[src/rtl/mem_port_arbiter.sv]
// Two-master, one-slave arbiter for the req/gnt/rvalid memory protocol.
// Round-robin choice, held while the slave stalls; an in-order ID FIFO routes each response back.
module mem_port_arbiter #(
  parameter int ADDR_WIDTH      = 32,
  parameter int DATA_WIDTH      = 32,
  parameter int MAX_OUTSTANDING = 2
) (
  input  logic                    clk_i,
  input  logic                    rst_i,

  input  logic                    m0_req_i,
  input  logic [ADDR_WIDTH-1:0]   m0_addr_i,
  input  logic                    m0_we_i,
  input  logic [DATA_WIDTH/8-1:0] m0_be_i,
  input  logic [DATA_WIDTH-1:0]   m0_wdata_i,
  output logic                    m0_gnt_o,
  output logic                    m0_rvalid_o,
  output logic [DATA_WIDTH-1:0]   m0_rdata_o,

  input  logic                    m1_req_i,
  input  logic [ADDR_WIDTH-1:0]   m1_addr_i,
  input  logic                    m1_we_i,
  input  logic [DATA_WIDTH/8-1:0] m1_be_i,
  input  logic [DATA_WIDTH-1:0]   m1_wdata_i,
  output logic                    m1_gnt_o,
  output logic                    m1_rvalid_o,
  output logic [DATA_WIDTH-1:0]   m1_rdata_o,

  output logic                    slv_req_o,
  output logic [ADDR_WIDTH-1:0]   slv_addr_o,
  output logic                    slv_we_o,
  output logic [DATA_WIDTH/8-1:0] slv_be_o,
  output logic [DATA_WIDTH-1:0]   slv_wdata_o,
  input  logic                    slv_gnt_i,
  input  logic                    slv_rvalid_i,
  input  logic [DATA_WIDTH-1:0]   slv_rdata_i,

  output logic                    err_o
);

  localparam int BE_WIDTH = DATA_WIDTH / 8;
  localparam int PTR_W    = (MAX_OUTSTANDING > 1) ? $clog2(MAX_OUTSTANDING) : 1;
  localparam int CNT_W    = $clog2(MAX_OUTSTANDING + 1);

  logic                       last_q;
  logic                       lock_q;
  logic                       lock_id_q;
  logic                       err_q;
  logic [MAX_OUTSTANDING-1:0] id_mem;
  logic [PTR_W-1:0]           rd_ptr_q;
  logic [PTR_W-1:0]           wr_ptr_q;
  logic [CNT_W-1:0]           count_q;

  logic winner;
  logic full;
  logic empty;
  logic head;
  logic handshake;
  logic pop;

  function automatic logic [PTR_W-1:0] ptr_inc(input logic [PTR_W-1:0] p);
    return (p == PTR_W'(MAX_OUTSTANDING - 1)) ? '0 : p + PTR_W'(1);
  endfunction

  assign full  = (count_q == CNT_W'(MAX_OUTSTANDING));
  assign empty = (count_q == '0);
  assign head  = id_mem[rd_ptr_q];

  // NOTE: every always_comb output gets a default first so no path can infer a latch.
  always_comb begin
    winner = ~last_q;
    if (lock_q) begin
      winner = lock_id_q;
    end else if (m0_req_i && !m1_req_i) begin
      winner = 1'b0;
    end else if (m1_req_i && !m0_req_i) begin
      winner = 1'b1;
    end
  end

  // The full check depends only on registered count, so slv_rvalid_i never reaches slv_req_o.
  assign slv_req_o = (m0_req_i | m1_req_i) & ~full;
  assign handshake = slv_req_o & slv_gnt_i;
  assign pop       = slv_rvalid_i & ~empty;

  always_comb begin
    slv_addr_o  = '0;
    slv_we_o    = 1'b0;
    slv_be_o    = '0;
    slv_wdata_o = '0;
    if (slv_req_o) begin
      if (winner) begin
        slv_addr_o  = m1_addr_i;
        slv_we_o    = m1_we_i;
        slv_be_o    = m1_be_i;
        slv_wdata_o = m1_wdata_i;
      end else begin
        slv_addr_o  = m0_addr_i;
        slv_we_o    = m0_we_i;
        slv_be_o    = m0_be_i;
        slv_wdata_o = m0_wdata_i;
      end
    end
  end

  assign m0_gnt_o    = handshake & ~winner;
  assign m1_gnt_o    = handshake &  winner;
  assign m0_rvalid_o = pop & ~head;
  assign m1_rvalid_o = pop &  head;
  assign m0_rdata_o  = slv_rdata_i;
  assign m1_rdata_o  = slv_rdata_i;
  assign err_o       = err_q;

  // NOTE: sequential state uses non-blocking assignments so every register samples pre-edge values.
  always_ff @(posedge clk_i) begin
    if (rst_i) begin
      last_q    <= 1'b1;
      lock_q    <= 1'b0;
      lock_id_q <= 1'b0;
      err_q     <= 1'b0;
      rd_ptr_q  <= '0;
      wr_ptr_q  <= '0;
      count_q   <= '0;
    end else begin
      if (slv_req_o && !slv_gnt_i) begin
        lock_q    <= 1'b1;
        lock_id_q <= winner;
      end else if (handshake) begin
        lock_q <= 1'b0;
        last_q <= winner;
      end

      if (handshake) begin
        wr_ptr_q <= ptr_inc(wr_ptr_q);
      end
      if (pop) begin
        rd_ptr_q <= ptr_inc(rd_ptr_q);
      end
      case ({handshake, pop})
        2'b10:   count_q <= count_q + CNT_W'(1);
        2'b01:   count_q <= count_q - CNT_W'(1);
        default: count_q <= count_q;
      endcase

      if (slv_rvalid_i && empty) begin
        err_q <= 1'b1;
      end
    end
  end

  // NOTE: ID storage has no reset; entries are only read while count says they are valid.
  always_ff @(posedge clk_i) begin
    if (handshake) begin
      id_mem[wr_ptr_q] <= winner;
    end
  end

endmodule

[config.mk]
export PLATFORM = sky130hd
export DESIGN_NAME = mem_port_arbiter
export DESIGN_NICKNAME = d
export VERILOG_FILES = /design/src/rtl/mem_port_arbiter.sv
export SDC_FILE = /design/constraint.sdc
export NUM_CORES = 1
export LEC_CHECK = 0
export BUFFER_PORTS_ARGS = -buffer_cell sky130_fd_sc_hd__buf_4
export CAP_MARGIN = 10
export CORE_AREA = 2 2 121 123
export CTS_BUF_LIST = sky130_fd_sc_hd__clkbuf_8
export DETAILED_ROUTE_END_ITERATION = 10
export DIE_AREA = 0 0 123 125
export GPL_TIMING_DRIVEN = 0
export PLACE_DENSITY = 0.52
export SYNTH_ARGS = -nofsm -noshare
export SYNTH_HDL_FRONTEND = slang
export SYNTH_SLANG_ARGS = --single-unit
[constraint.sdc]
create_clock -name clk_i -period 4.5 [get_ports clk_i]
set_clock_uncertainty 0.1 [all_clocks]
set_input_delay 0.45 -clock clk_i [delete_from_list [all_inputs] [get_ports clk_i]]
set_output_delay 0.45 -clock clk_i [all_outputs]
set_load 0.02 [all_outputs]
* Word level (Yosys, flattened, before mapping) *
Index checks and enable logic that the tools add are counted.

storage, ports and cells
  output and inout port bits = 139
  flip-flop bits (word level) = 10
  input bits = 176

cells by class
  equality and inequality tests = 3
  order comparisons = 3
  bitwise operators = 14
  add/sub/neg operators = 4
  muxes and demuxes = 21
  reduce and logical (&&, ||, !) cells = 12

operator list
  kind                                                                    count
  32-bit 2-to-1 mux                                                       4
  1-bit 2-to-1 mux                                                        12
  4-bit 2-to-1 mux                                                        2
  1-bit AND                                                               7
  1-bit inverter                                                          6
  1-bit logical AND                                                       5
  2-bit equality test (second input constant)                             2
  1-bit by 2-bit < comparator with 1-bit output (second input constant)   2
  2-bit case mux with 2 select lines                                      1
  2-bit nonzero test                                                      2
  1-bit logical NOT                                                       3
  1-bit adder (second input constant)                                     2
  2-bit by 1-bit adder with 2-bit output (second input constant)          1
  2-bit bitwise mux                                                       1
  2-bit by 1-bit equality test with 1-bit output (second input constant)  1
  2-bit logical NOT                                                       1
  2-bit AND reduction                                                     1
  2-bit by 1-bit subtractor with 2-bit output (second input constant)     1
  1-bit demux with 1-bit select                                           1
  1-bit >= comparator (second input constant)                             1
  1-bit OR                                                                1

* Depth between registers and ports, before layout *
Gate-level depths: netlist of the first run.

  depth after elaboration = 7
  depth in mapped cells = 7
  mapped depth without buffers = 6

* Least setup slack after synthesis of the first run *
OpenSTA, ideal clock, no wires.

  path kind = input -> output
  start = in m1_req_i
  end = out slv_wdata_o[21]
  data required time = 3.950 ns
  data arrival time = 1.481 ns
  path slack = 2.469 ns
  stages on the path = 5
  buffers on the path = 2
  cell sequence = nor2_2 -> buf_4 -> clkbuf_1 -> nor3b_1 -> mux2_4

between the ends
  word-level cells in the longest chain between the ends = 6
  elaborated cells on any way between the ends = 10
  those cells by class = mux: 5; bitwise: 2; reduce/logical: 3

RTL lines
  item                                                           line    source
  from (decl)                                                    20      input logic m1_req_i,
  1-bit logical AND / 1-bit logical NOT (equally long branches)  76, 74
  1-bit 2-to-1 mux / 1-bit logical AND (equally long branches)   76, 74
  1-bit 2-to-1 mux                                               74      end else if (m0_req_i && !m1_req_i) begin
  1-bit 2-to-1 mux                                               72      if (lock_q) begin
  32-bit 2-to-1 mux                                              92      if (winner) begin
  32-bit 2-to-1 mux *                                            91      if (slv_req_o) begin
  to (decl)                                                      33      output logic [DATA_WIDTH-1:0] slv_wdata_o,

Every way passes the cells marked *; elsewhere a longest branch is shown, timed or not.

* Worst setup path in the final report of the first run *
  start = in m1_req_i
  end = out slv_addr_o[7]

between the ends
  word-level cells in the longest chain between the ends = 6
  elaborated cells on any way between the ends = 10
  those cells by class = mux: 5; bitwise: 2; reduce/logical: 3

RTL lines
  item                                                           line    source
  1-bit logical AND / 1-bit logical NOT (equally long branches)  76, 74
  1-bit 2-to-1 mux / 1-bit logical AND (equally long branches)   76, 74
  1-bit 2-to-1 mux                                               74
  1-bit 2-to-1 mux                                               72
  32-bit 2-to-1 mux                                              92
  32-bit 2-to-1 mux *                                            91
  to (decl)                                                      30      output logic [ADDR_WIDTH-1:0] slv_addr_o,

Marked as above.

==> run metrics, run 1 <==
area post-placement 0.005557 sq mm; CP Capture Type output port; Min-Delay Path Class primary input to flip-flop; cell family with most CP delay buffers and inverters; total power 1968 uW; share of cells above drive strength 1 68.99%; Critical Path End slv_addr_o[7]; crit path buf inv count 4; unrepaired setup endpoints after global routing no; achievable clock frequency 357.3 MHz; Cell Area, Synth 0.003209 sq mm; Least-Margin Pin Slew 0.5035 ns; Hold Worst Slack 0.3430 ns; outcome completed; Seq cells post-synth 10; Synth Warn # 0; Starting Density 22.60%; final setup violating endpoints 0; WS Path Type primary input to output port; gr usage total 14.37%; clk_lat worst skew 0.23 ns; Clock Tree Buf Depth 2; dpl ws 1.671 ns; most common cell in the netlist nor3b_1; drt drc 0; pwr dens 350.7 mW/mm^2; GRT overflow 0; Synth Instances 359; Critical path origin m1_req_i; DP HPWL 9992 um; Worst setup SP type primary input; FF-to-FF setup slack 2.45 ns; I/O pins 315; WL per Instance 14.74 um; post-route cell area 0.005612 sq mm; row count 44; CTS Sinks 10; largest net degree at the start of global routing 12; H-tree depth 1; FF/Latch Area 220.2 sq um; DIE AREA 0.01538 sq mm; Post-CTS Setup Inserts 0; crit path max fanout 10; area grow syn2layout 74.85%; fin. max-slew vios 0; PnR worst setup slack 1.702 ns; Iter 0 DRT Violations 99; reg-to-reg endpoint count_q[1]; max cap viols 0; average cell area after synthesis 8.940 sq um; Die Ht 125 um; Syn Nets 536; initial antenna violation count 0; core area 0.01420 sq mm; FF-to-FF Start count_q[0]; Antenna Violating Nets Remaining 0; CTS tree done; fillers 1,459; Synth area leader nor3b_1; Synth top area share 32.28%; Final Hold Viols 0; 1st-pass router iterations 4; WL final 12,220 um; first-pass GRT wire length 18,140 um; DR vias 3,634; Multi-input gate area 0.002257 sq mm; Crit-path slowest cell clkbuf_1; required time worst endpoint 3.95 ns; Post-synth EDFFs 2; Max IR drop VDD 0.1618 mV; Clk pin slew, worst setup/hold paths 0.05 ns; cts hold-fix bufs 0; Seq/Total Area, Yosys 6.862%; post-CTS sizing 0; vias in the first global route 3,609; most frequent cells after synthesis nor3b_1 (138), buf_4 (65), mux2_4 (56); crit path time final 2.798 ns; Pleak 0.002839 uW; Top cell by count, worst path buf_4; Crit path depth 7; Worst path max stage delay 0.42 ns; Root Driver clkbuf_8; final net count 823; HP Start rst_i; Avg Vias per Cell 4.384; CP cell instances buf_4, nor2_2, buf_4, clkbuf_1, nor3b_1, mux2_4, buf_4; Worst Reg-to-Reg Cells 6; fin crit share 62.19%; Distinct cells, synth 31; count of buffers from port buffering 282; Setup TNS Final 0 ns; Critical Path AT 2.25 ns; top cells by area, synth nor3b_1 (32%), mux2_4 (26%), buf_4 (15%), dfxtp_1 (5.0%), mux2_2 (4.6%); Die X-Extent 123 um; asr flop ratio synth 0%; placer congestion estimate 0.7590; ANT cells 0; Synth Flop Type dfxtp_1; Inserted Clock Buffers 3; max_slew headroom 66.44%
per-stage QoR:
stage          util (%)  std cells
6_report          39.51        829
3_5_place_dp      39.12        825
4_1_cts           39.51        829
2_1_floorplan         -        359
3_3_place_gp      39.12        825
5_1_grt           39.51        829
flip-flops by register name (all words and copies together), names as in the netlist:
| register | cells |
|---|---|
| lock_id_q | 1 |
| wr_ptr_q | 1 |
| rd_ptr_q | 1 |
| last_q | 1 |
| err_o | 1 |
| id_mem | 2 |
| count_q | 2 |
| lock_q | 1 |
power breakdown:
part | switching, uW | internal [uW]
clock network | 33.2 | 76.7
registers | 17.4 | 116
logic | 847 | 877
cells in the final DEF (no fill, tap or decap), types with 3 or more instances in the layout:
cell type,count
buf_4,347
nor3b_1,138
mux2_4,56
buf_2,15
clkbuf_1,13
mux2_2,13
buf_6,9
nor2_1,8
dfxtp_1,8
inv_1,4
clkbuf_8,4
nor2b_1,3
a21oi_1,3
area by class of cell:
cell class	count	share of cell area, %
buffer	103	12.78
clock buffer	4	0.9810
inverter	4	0.2676
multi-input combinational	242	40.22
sequential	10	3.924
tap	184	4.103
timing repair buffer	282	37.73
worst reg2reg max path: cells and delay by family, from the launching register on:
kind / cells / cell delay (ns)
AND/OR/NAND/NOR: 3 / 0.84
flip-flops: 1 / 0.40
adder cells (fa/ha/maj): 1 / 0.35
buffers and inverters: 1 / 0.16
AO/OA/AOI/OAI: 1 / 0.14
layer usage:
metal,GRT usage (%),share of wire (%),up-vias
li1,-,-,1784
met1,17.23,39,1655
met2,27.07,51,191
met3,2.692,10,4
met4,1.337,0.44,0
met5,0,0,-
kinds of logic after synthesis:
family          Yosys count  share of synthesized area (%)
compound gates           13                          3.041
flops                    10                          6.862
xor+xnor                  3                         0.8189
simple gates            155                          35.01
mux                      70                          31.07
buf+inv                 107                          22.81
fa+ha+maj                 1                         0.3898
worst min-delay path by stage:
stage | depth (start not counted) | slack [ns] | end
2_1_floorplan | 2 | 0.35 | wr_ptr_q
3_5_place_dp | 2 | 0.36 | err_o
3_3_place_gp | 2 | 0.35 | err_o
6_report | 2 | 0.34 | wr_ptr_q
5_1_grt | 2 | 0.34 | wr_ptr_q
4_1_cts | 2 | 0.34 | wr_ptr_q
Power figures use the tool's default switching activity.
==> run 2, diff against run 1 <==
Settings changed: CORE_AREA 2 2 121 123 to 2 2 123 125, DIE_AREA 0 0 123 125 to 0 0 125 127, PLACE_DENSITY 0.52 to 0.53.
Clock period 4.5 ns to 2.3 ns, I/O delays scaled along.
==> run 2 against run 1 <==
Utilization decreased by 0.41 points. Routed wire length grew 3.2%. Power up 98%. Global-route usage is 0.092 points lower. Die area grew 3.3%. Final area rose by 0.49%. Count of clock-buffer cells in the layout did not move. Combinational power is 98% higher. Critical path type is now flip-flop to output port. Critical endpoint is now slv_wdata_o[26]. Largest power group unchanged.
==> run metrics, run 2 (synthesized netlist as in run 1, its figures left out) <==
first-pass GRT wire length 19,330 um; post-route cell area 0.005639 sq mm; final net count 823; core area 0.01442 sq mm; Starting Density 22.25%; crit path max fanout 10; fin. max-slew vios 0; largest net degree at the start of global routing 12; row count 44; Pleak 0.002861 uW; 1st-pass router iterations 4; max_slew headroom 62.53%; GRT overflow 0; PnR worst setup slack 0.1150 ns; CTS tree done; pwr dens 690.9 mW/mm^2; crit path time final 2.185 ns; initial antenna violation count 0; placer congestion estimate 0.7923; Min-Delay Path Class primary input to flip-flop; outcome completed; I/O pins 315; Clock Tree Buf Depth 2; DR vias 3,670; drt drc 0; count of buffers from port buffering 282; Final Hold Viols 0; clk_lat worst skew 0.24 ns; DP HPWL 10,370 um; ANT cells 0; Core Util, Final 39.10%; Max IR drop VDD 0.2877 mV; Die X-Extent 125 um; final setup violating endpoints 0; Post-CTS Setup Inserts 0; CTS Sinks 10; WL final 12,610 um; Clk pin slew, worst setup/hold paths 0.05 ns; H-tree depth 1; Iter 0 DRT Violations 109; Hold Worst Slack 0.1157 ns; area grow syn2layout 75.71%; vias in the first global route 3,760; WL per Instance 15.21 um; Root Driver clkbuf_8; Critical Path AT 1.85 ns; dpl ws -0.1598 ns; Least-Margin Pin Slew 0.5562 ns; hold depth 2; commonest cells after routing, fill and taps aside buf_4 (347), nor3b_1 (138), mux2_4 (56); WS Path Type flip-flop to output port; unrepaired setup endpoints after global routing yes; Antenna Violating Nets Remaining 0; Die Ht 127 um; biggest regs count_q (2), id_mem (2); leading cell type in the layout, fill and taps excluded buf_4; DIE AREA 0.01588 sq mm; share of cells above drive strength 1 70.39%; required time worst endpoint 1.97 ns; fin crit share 95.00%; Setup TNS Final 0 ns; Worst Reg-to-Reg Cells 6; max cap viols 0; achievable clock frequency 457.7 MHz; CP Capture Type output port; Worst setup SP type flip-flop; Inserted Clock Buffers 3; area post-placement 0.005557 sq mm; gr usage total 14.28%; Avg Vias per Cell 4.427
## run 2: changes by cell type in the layout (fill, tap and decap cells not counted), sizes merged
| cell | change |
|---|---|
| buf | -4 |
| clkbuf | +4 |
## run 2: worst max-delay path, stage by stage, from the launching register on
cell	delay (ns)
dfxtp_1	0.36
nor2b_2	0.18
buf_6	0.16
buf_6	0.16
buf_2	0.23
nor3b_1	0.08
mux2_4	0.28
buf_4	0.16
## run 2: per-layer routing
metal / vias to the layer above / wire [um] / track usage (%)
met2: 195 / 6368 / 26.25
met5: - / 0 / 0
met3: 6 / 1058 / 2.806
met1: 1683 / 5119 / 17.89
li1: 1786 / - / -
met4: 0 / 63 / 1.438
## run 2: layout make-up
class                           instances  area (sq um)
Sequential cell                        10         221.5
Multi-Input combinational cell        242          2265
Buffer                                103         735.7
Inverter                                4         15.01
Tap cell                              184         230.2
Fill cell                            1478          8785
Timing Repair Buffer                  282          2117
Clock buffer                            4         55.05
## run 2: what timing repair did
action	4_1_cts	5_1_grt
setup endpoints to repair	49	69
pin swaps	0	0
resized for setup	3	16
hold buffers	0	0
## run 2: where the power goes
part / internal [uW] / switching (uW)
logic: 1740 / 1680
registers: 228 / 36.3
clock network: 150 / 67.8
total: 2120 / 1780
## run 2: stage by stage
| step | cells | power [uW] |
|---|---|---|
| after floorplan | 359 | 2489 |
| after global placement | 825 | 3646 |
| after detailed placement | 825 | 3683 |
| after CTS | 829 | 3920 |
| after global routing | 829 | 4152 |
| final | 829 | 3896 |
## run 2: path summary, 6_finish.rpt
check                           slack [ns]        from               to
worst max-delay path                  0.12  count_q[1]  slv_wdata_o[26]
worst min-delay path                  0.12       rst_i       count_q[0]
worst max register to register        0.27  count_q[1]       count_q[1]
worst min register to register        0.36       err_o            err_o
